===== config.mk =====
export PLATFORM = sky130hd
export DESIGN_NAME = ntt_bitrev_reader
export DESIGN_NICKNAME = d
export VERILOG_FILES = /design/src/rtl/ntt_bitrev_reader.sv
export SDC_FILE = /design/constraint.sdc
export NUM_CORES = 1
export LEC_CHECK = 0
export CAP_MARGIN = 15
export CORE_ASPECT_RATIO = 0.75
export CORE_UTILIZATION = 62
export DETAILED_ROUTE_END_ITERATION = 12
export DONT_BUFFER_PORTS = 1
export PLACE_DENSITY = 0.78
export SETUP_SLACK_MARGIN = 0.1
export SLEW_MARGIN = 20
export SYNTH_ARGS = -nofsm -noshare
export SYNTH_HDL_FRONTEND = slang
export SYNTH_SLANG_ARGS = --single-unit

===== constraint.sdc =====
create_clock -name clk -period 2.6 [get_ports clk]
set_clock_uncertainty 0.2 [all_clocks]
set_input_delay 0.13 -clock clk [delete_from_list [all_inputs] [get_ports clk]]
set_output_delay 0.13 -clock clk [all_outputs]
set_load 0.02 [all_outputs]

===== src/rtl/ntt_bitrev_reader.sv =====
// Bit-reversed read sweep over the NTT coefficient RAM, streamed out through a 2-entry skid FIFO.
// Optional build macro BITREV_READ_REVERSE_EN adds a 'down' input for a descending sweep.
module ntt_bitrev_reader #(
    parameter int N = 3,
    parameter int W = 16
) (
    input  logic         clk,
    input  logic         rst,
    input  logic         start,
`ifdef BITREV_READ_REVERSE_EN
    input  logic         down,
`endif
    output logic         rd_en,
    output logic [N-1:0] rd_addr,
    input  logic [W-1:0] rd_data,
    output logic         out_valid,
    input  logic         out_ready,
    output logic [W-1:0] out_data,
    output logic [N-1:0] out_idx,
    output logic         out_last,
    output logic         busy,
    output logic         done
);

    localparam int EW = W + N + 1;
    localparam logic [N-1:0] ONE = N'(1);

    typedef enum logic [1:0] {IDLE, ISSUE, DRAIN} state_t;

    state_t         state, state_nx;
    logic [N-1:0]   k;
    logic           dir;
    logic           load_dir;
    logic           k_final;
    logic           inflight;
    logic [N-1:0]   inflight_idx;
    logic           inflight_last;
    logic [EW-1:0]  fifo_mem [2];
    logic           wr_ptr, rd_ptr;
    logic [1:0]     count;
    logic [1:0]     occ;
    logic           push, pop;

`ifdef BITREV_READ_REVERSE_EN
    assign load_dir = down;
`else
    assign load_dir = 1'b0;
`endif

    assign k_final = dir ? (k == '0) : (k == '1);
    assign push    = inflight;
    assign pop     = out_valid && out_ready;
    assign occ     = count + {1'b0, inflight};

    // A word leaving this cycle frees its slot, so the next read may issue
    // now; without this the stream would only sustain one word every other cycle.
    assign rd_en = (state == ISSUE) && ((occ < 2'd2) || ((occ == 2'd2) && pop));

    always_comb begin
        rd_addr = '0;
        for (int i = 0; i < N; i++) begin
            rd_addr[i] = k[N-1-i];
        end
    end

    assign out_valid = (count != 2'd0);
    assign {out_data, out_idx, out_last} = fifo_mem[rd_ptr];
    assign busy = (state != IDLE);

    always_comb begin
        state_nx = state;
        case (state)
            IDLE:    if (start) state_nx = ISSUE;
            ISSUE:   if (rd_en && k_final) state_nx = DRAIN;
            DRAIN:   if (pop && out_last) state_nx = IDLE;
            default: state_nx = IDLE;
        endcase
    end

    always_ff @(posedge clk) begin
        if (rst) begin
            state         <= IDLE;
            k             <= '0;
            dir           <= 1'b0;
            inflight      <= 1'b0;
            inflight_idx  <= '0;
            inflight_last <= 1'b0;
            fifo_mem[0]   <= '0;
            fifo_mem[1]   <= '0;
            wr_ptr        <= 1'b0;
            rd_ptr        <= 1'b0;
            count         <= 2'd0;
            done          <= 1'b0;
        end else begin
            state <= state_nx;
            done  <= (state == DRAIN) && pop && out_last;

            if (state == IDLE && start) begin
                k   <= load_dir ? '1 : '0;
                dir <= load_dir;
            end else if (rd_en) begin
                k <= dir ? (k - ONE) : (k + ONE);
            end

            // Sideband travels alongside the read so it lands with rd_data.
            inflight      <= rd_en;
            inflight_idx  <= k;
            inflight_last <= k_final;

            if (push) begin
                fifo_mem[wr_ptr] <= {rd_data, inflight_idx, inflight_last};
                wr_ptr           <= ~wr_ptr;
            end
            if (pop) begin
                rd_ptr <= ~rd_ptr;
            end
            count <= count + {1'b0, push} - {1'b0, pop};
        end
    end

endmodule

==> impl_metrics.toml, run 1 <==
[setup_path]
r2r_cells = 5
critical_path.startpoint_type = "flip-flop"
cp.depth = 4
path_cells = "ha_1, and3b_1, o221ai_2, nor2_1"
ff2ff_setup_slack_ps = 470
critPathTopFamily = "simple AND/OR/NAND/NOR gates"
path_buf_inv = 0
rr_endpoint = "k[0]"
crit_fanout = 5
r2r-start = "inflight"
arrival_ps = 1880
crit_path_max_incr_delay_ps = 500
path_class = "reg2out"
required_ps = 2270
crit_path_end_kind = "output port"
cpMaxStageDelayCell = "nor2_1"

[logic_synthesis]
avgSynthCellArea_um2 = 13.3
syn_nets = 202
yosysSeqAreaShare = 0.641
syn_inst = 178
yosys.area.top_type = "edfxtp_1"
ys_types = 28
synth_edf_count = 40
async_flop_share = 0
ys_warn_count = 0
synth-seq-cells = 56
yosys-top-cells-count = "40 x and2_1, 40 x edfxtp_1, 20 x mux2_2"
synth_top_area_share = 0.506
synthTopCellsByArea = "edfxtp_1 51%, dfxtp_1 13%, and2_1 11%"
synth-main-ff-cell = "edfxtp_1"
synth_area_um2 = 2370

[placement]
place_congestion = 0.804
dpl.hpwl_mm = 2.47
io_buffers = 0
dp_slack_ps = 474

[clock_network]
postCtsSetupRepairBufs = 0
cts-root-buf = "clkbuf_8"
clock-sinks = 56
numCtsBuffers = 5
cts_tree = "yes"
clk_pin_slew_ps = 90
insertion_delay_ps = 300
htree_num_levels = 2
cts_buffer_depth = 2

[timing]
setup_tns_ps = 0
worst_slack_ps = 388
slew_viol_final = 0
setup_viol = 0
worst_pin_slew_ps = 1010
maxSlewHeadroom = 0.326
period_needed_ps = 2210
max_freq_mhz = 452
hold_violations = 0
fin_crit_sh = 0.851
grt_setup_unrepaired = "no"

[pwr]
irDropWorstVdd_uv = 592
p_leak_uw = 0.00105
powerDensity_nw_per_um2 = 788

[routing]
dr.pass1.iters = 4
vias = 1329
postRouteAntennaNets = 0
wl_per_cell_um = 15.3
drc_errors = 0
routed_wl_mm = 3.85
vias_per_cell = 5.29
first_iter_violations = 46

[worst_hold_path]
hold_depth = 3
hold_class = "in2reg"
min-delay-start = "out_ready"
holdPathEnd = "inflight"

[global_routing]
antenna_found_initial = 0
grt_overflow_total = 0
grt_pass1_vias = 1388
use_met3 = 0.0833
gr-max-usage-layer = "met2"
grt_util_all_layers = 0.211
met2_usage = 0.355
use_met1 = 0.243
grt_max_degree = 22
grt_pass1_wl_mm = 6.32

[finish]
drive_gt1_frac = 0.181
finalNetCount = 222
syn2layout_area_growth_pct = 15.3
antenna_cells = 0
fill_cells = 252

[die]
dieArea_um2 = 4080
core_um2 = 3660
fp.dieW_um = 73.5
fp-row-count = 19
fp.dieH_um = 55.6
initial_core_util = 0.649
pin_count = 47

[job]
cap_violations = 0

[outcome]
status = "complete, no violations"
==> power by group <==
part	switching (µW)	internal, µW
Clock	256	310
Combinational	297	203
Sequential	57.7	1040
Total	610	1550
==> worst max-delay path by stage <==
| stage | slack, ps | from | to |
|---|---|---|---|
| final | 390 | inflight | rd_en |
| after global routing | 250 | inflight | rd_en |
| after CTS | 370 | inflight | rd_en |
| after detailed placement | 470 | inflight | k[0] |
| after global placement | 590 | inflight | k[0] |
| after floorplan | 670 | inflight | k[0] |
==> worst min-delay path: stages <==
cell and delay, ps:
nor2b_1 120, o221ai_2 230, nor3_1 50
==> sequential cells by signal, summed over array words and instances (netlist names), named ones only <==
name,cells
fifo_mem,40
inflight,1
inflight_last,1
inflight_idx,3
k,3
count,2
wr_ptr,1
state,2
rd_ptr,1
done,1
==> area by class of cell <==
cell class	count	area, µm²	area share
clock buffer	6	82.6	0.0302
sequential	56	1520	0.556
timing repair buffer	21	205	0.0749
tap	52	65.1	0.0238
clock inverter	2	33.8	0.0123
inverter	4	15.0	0.00548
multi-input combinational	110	816	0.298
==> per-stage QoR <==
| step | power (µW) | area (µm²) | hold slack (ps) | util | cells |
|---|---|---|---|---|---|
| detailed placement | 1590 | 2430 | 2.16 | 0.664 | 224 |
| CTS | 2170 | 2740 | 77.5 | 0.748 | 251 |
| global route | 2240 | 2740 | 85.7 | 0.748 | 251 |
| floorplan | 1520 | 2370 | 115 | - | 178 |
| finish | 2160 | 2740 | 81.7 | 0.748 | 251 |
| global placement | 1570 | 2430 | -0.393 | 0.664 | 224 |
==> layout by cell type (no fill, tap or decap), drive strengths merged, types with 6 or more instances in the layout <==
| cell | count |
|---|---|
| and2 | 40 |
| dlygate4sd3 | 19 |
| mux2 | 20 |
| dfxtp | 16 |
| clkbuf | 6 |
| nor2 | 11 |
| edfxtp | 40 |
| nand2 | 8 |
==> cells by family (layout without fill, tap and decap cells) <==
group / count (synthesis) / after routing / synth area share
and+or+nand+nor: 73 / 73 / 0.175
AOI/OAI and AO/OA: 7 / 7 / 0.0253
muxes: 22 / 22 / 0.103
adders and majority gates: 4 / 4 / 0.0211
buffers and inverters: 12 / 33 / 0.0200
xor gates and xnor gates: 4 / 4 / 0.0148
DFF: 56 / 56 / 0.641
==> what timing repair did <==
action / in CTS / in global routing
hold buffers: 19 / 0
gates resized for setup: 0 / 0
endpoints found under the hold margin: 48 / 0
==> per-layer routing <==
layer | vias up | share of wire
met1 | 636 | 0.43
met2 | 32 | 0.50
met5 | - | 0
met3 | 7 | 0.055
met4 | 0 | 0.015
li1 | 654 | -
Power figures use the tool's default switching activity.
==> inputs of run 2 (changes only) <==
--- a/config.mk
+++ b/config.mk
@@ -5,11 +5,11 @@
 export SDC_FILE = /design/constraint.sdc
 export NUM_CORES = 1
 export LEC_CHECK = 0
+export BUFFER_PORTS_ARGS = -buffer_cell sky130_fd_sc_hd__buf_4
 export CAP_MARGIN = 15
 export CORE_ASPECT_RATIO = 0.75
-export CORE_UTILIZATION = 62
+export CORE_UTILIZATION = 54
 export DETAILED_ROUTE_END_ITERATION = 12
-export DONT_BUFFER_PORTS = 1
 export PLACE_DENSITY = 0.78
 export SETUP_SLACK_MARGIN = 0.1
 export SLEW_MARGIN = 20
==> constraint.sdc (replaced) <==
create_clock -name clk -period 2.6 [get_ports clk]
set_clock_uncertainty 0.2 [all_clocks]
set_input_delay 0.26 -clock clk [delete_from_list [all_inputs] [get_ports clk]]
set_output_delay 0.26 -clock clk [all_outputs]
set_load 0.02 [all_outputs]
==> run 2 against run 1 <==
Compared with the run above: wire length is 2.8% higher; largest cell class unchanged; register-to-register slack improved by 220 ps; largest power group unchanged; global-route usage fell by 2.5 points; combinational power is 31% higher; die area increased by 14%; critical path depth grew 1; sequential power hardly changed; maximum frequency is 5.4% lower; hold slack worse by 51 ps.
==> impl_metrics.toml, run 2 (synthesized netlist as in run 1, its figures left out) <==
[finish]
fill_cells = 318
multi_input_area_um2 = 816
largest_registers = "fifo_mem: 40 flops, inflight_idx: 3 flops, k: 3 flops"
layoutNonFillerInstCount = 281
final_core_util = 0.694
layout_commonest_cell = "buf_4"
final_cell_mix = "48 x buf_4, 40 x and2_1, 40 x edfxtp_1"
top_register = "fifo_mem"
drive_gt1_frac = 0.363
antenna_cells = 0
syn2layout_area_growth_pct = 20.6
finalNetCount = 249
seq_area_um2 = 1520
largest_reg_flops = 40

[die]
initial_core_util = 0.575
fp-row-count = 20
pin_count = 47
fp.dieH_um = 59.4
dieArea_um2 = 4670
core_um2 = 4130
fp.dieW_um = 78.6

[global_routing]
grt_max_degree = 22
grt_pass1_vias = 1376
grt_pass1_wl_mm = 6.24
grt_overflow_total = 0
antenna_found_initial = 0
grt_util_all_layers = 0.186

[routing]
wl_per_cell_um = 14.1
routed_wl_mm = 3.96
vias = 1391
met1Wirelength_mm = 1.86
drc_errors = 0
routed.top_layer = "met4"
dr_wl_met2_mm = 1.82
vias_per_cell = 4.95
route.met3.wl_um = 192
first_iter_violations = 43
dr.pass1.iters = 4
postRouteAntennaNets = 0

[clock_network]
ctsHoldBuffers = 0
clk_pin_slew_ps = 90
clock-sinks = 56
cts-root-buf = "clkbuf_8"
postCtsSetupRepairBufs = 0
insertion_delay_ps = 310
numCtsBuffers = 5
htree_num_levels = 2
cts_buffer_depth = 2
cts-resized-gates = 0
cts_tree = "yes"

[placement]
dpl.hpwl_mm = 2.64
place_congestion = 0.708
dp.cells = 273
io_buffers = 46

[setup_path]
crit_path_max_incr_delay_ps = 360
cpMaxStageDelayCell = "dfxtp_1"
startpoint = "inflight"
r2r-start = "inflight"
arrival_ps = 1880
crit_path_end = "rd_en"
ff2ff_setup_slack_ps = 690
required_ps = 2140
r2r_cells = 5
crit_path_end_kind = "output port"
path_cells = "ha_1, and3b_1, o221ai_2, nor2_1, buf_4"
path_class = "reg2out"
rr_endpoint = "k[0]"
crit_fanout = 5
critical_path.startpoint_type = "flip-flop"

[worst_hold_path]
hold_class = "in2reg"

[timing]
setup_viol = 0
grt_setup_unrepaired = "no"
fin_crit_sh = 0.899
max_freq_mhz = 428
maxSlewHeadroom = 0.306
period_needed_ps = 2340
setup_tns_ps = 0
slew_viol_final = 0
worst_pin_slew_ps = 1040
hold_violations = 0

[pwr]
p_leak_uw = 0.00118
powerDensity_nw_per_um2 = 761
irDropWorstVdd_uv = 520

[job]
cap_violations = 0

[outcome]
status = "complete, no violations"
## run 2: worst max-delay path, delay by kind of cell, from the launching register on
kind                     cells  cell delay (ps)
adder cells (fa/ha/maj)      1              330
AND/OR/NAND/NOR              2              520
AO/OA/AOI/OAI                1              150
buffers and inverters        1              210
flip-flops                   1              360
## run 2: stage by stage
stage	hold slack [ps]	instance area (µm²)	power, µW	worst slack [ps]
CTS	24.7	2860	2200	252
floorplan	245	2370	1520	667
detailed placement	300	2780	1760	600
global placement	282	2780	1740	646
global route	25.9	2860	2280	113
finish	30.7	2860	2180	261
## run 2: routing by layer
metal,vias to the layer above,track usage
met3,7,0.0446
met1,637,0.233
met4,0,0.111
met5,-,0
li1,704,-
met2,43,0.298
## run 2: how the worst min path moves through the flow
stage / endpoint / slack [ps] / cells past startpoint / startpoint
6_report: fifo_mem[0][15] / 30 / 2 / rd_data[11]
5_1_grt: fifo_mem[0][15] / 30 / 2 / rd_data[11]
2_1_floorplan: state[0] / 250 / 1 / start
3_3_place_gp: k[2] / 280 / 2 / k[2]
4_1_cts: fifo_mem[1][16] / 20 / 2 / rd_data[12]
3_5_place_dp: k[1] / 300 / 2 / k[1]
## run 2: layout make-up
| class | count | share of cell area |
|---|---|---|
| sequential | 56 | 0.531 |
| multi-input combinational | 110 | 0.285 |
| timing repair buffer | 48 | 0.126 |
| clock buffer | 5 | 0.0240 |
| tap | 55 | 0.0240 |
| inverter | 4 | 0.00524 |
| clock inverter | 3 | 0.00481 |
## run 2: report_power, final
| group | switching (µW) | leakage, µW | internal [µW] |
|---|---|---|---|
| Clock | 267 | 0.0000415 | 183 |
| Combinational | 340 | 0.000596 | 317 |
| Sequential | 38.5 | 0.000547 | 1040 |
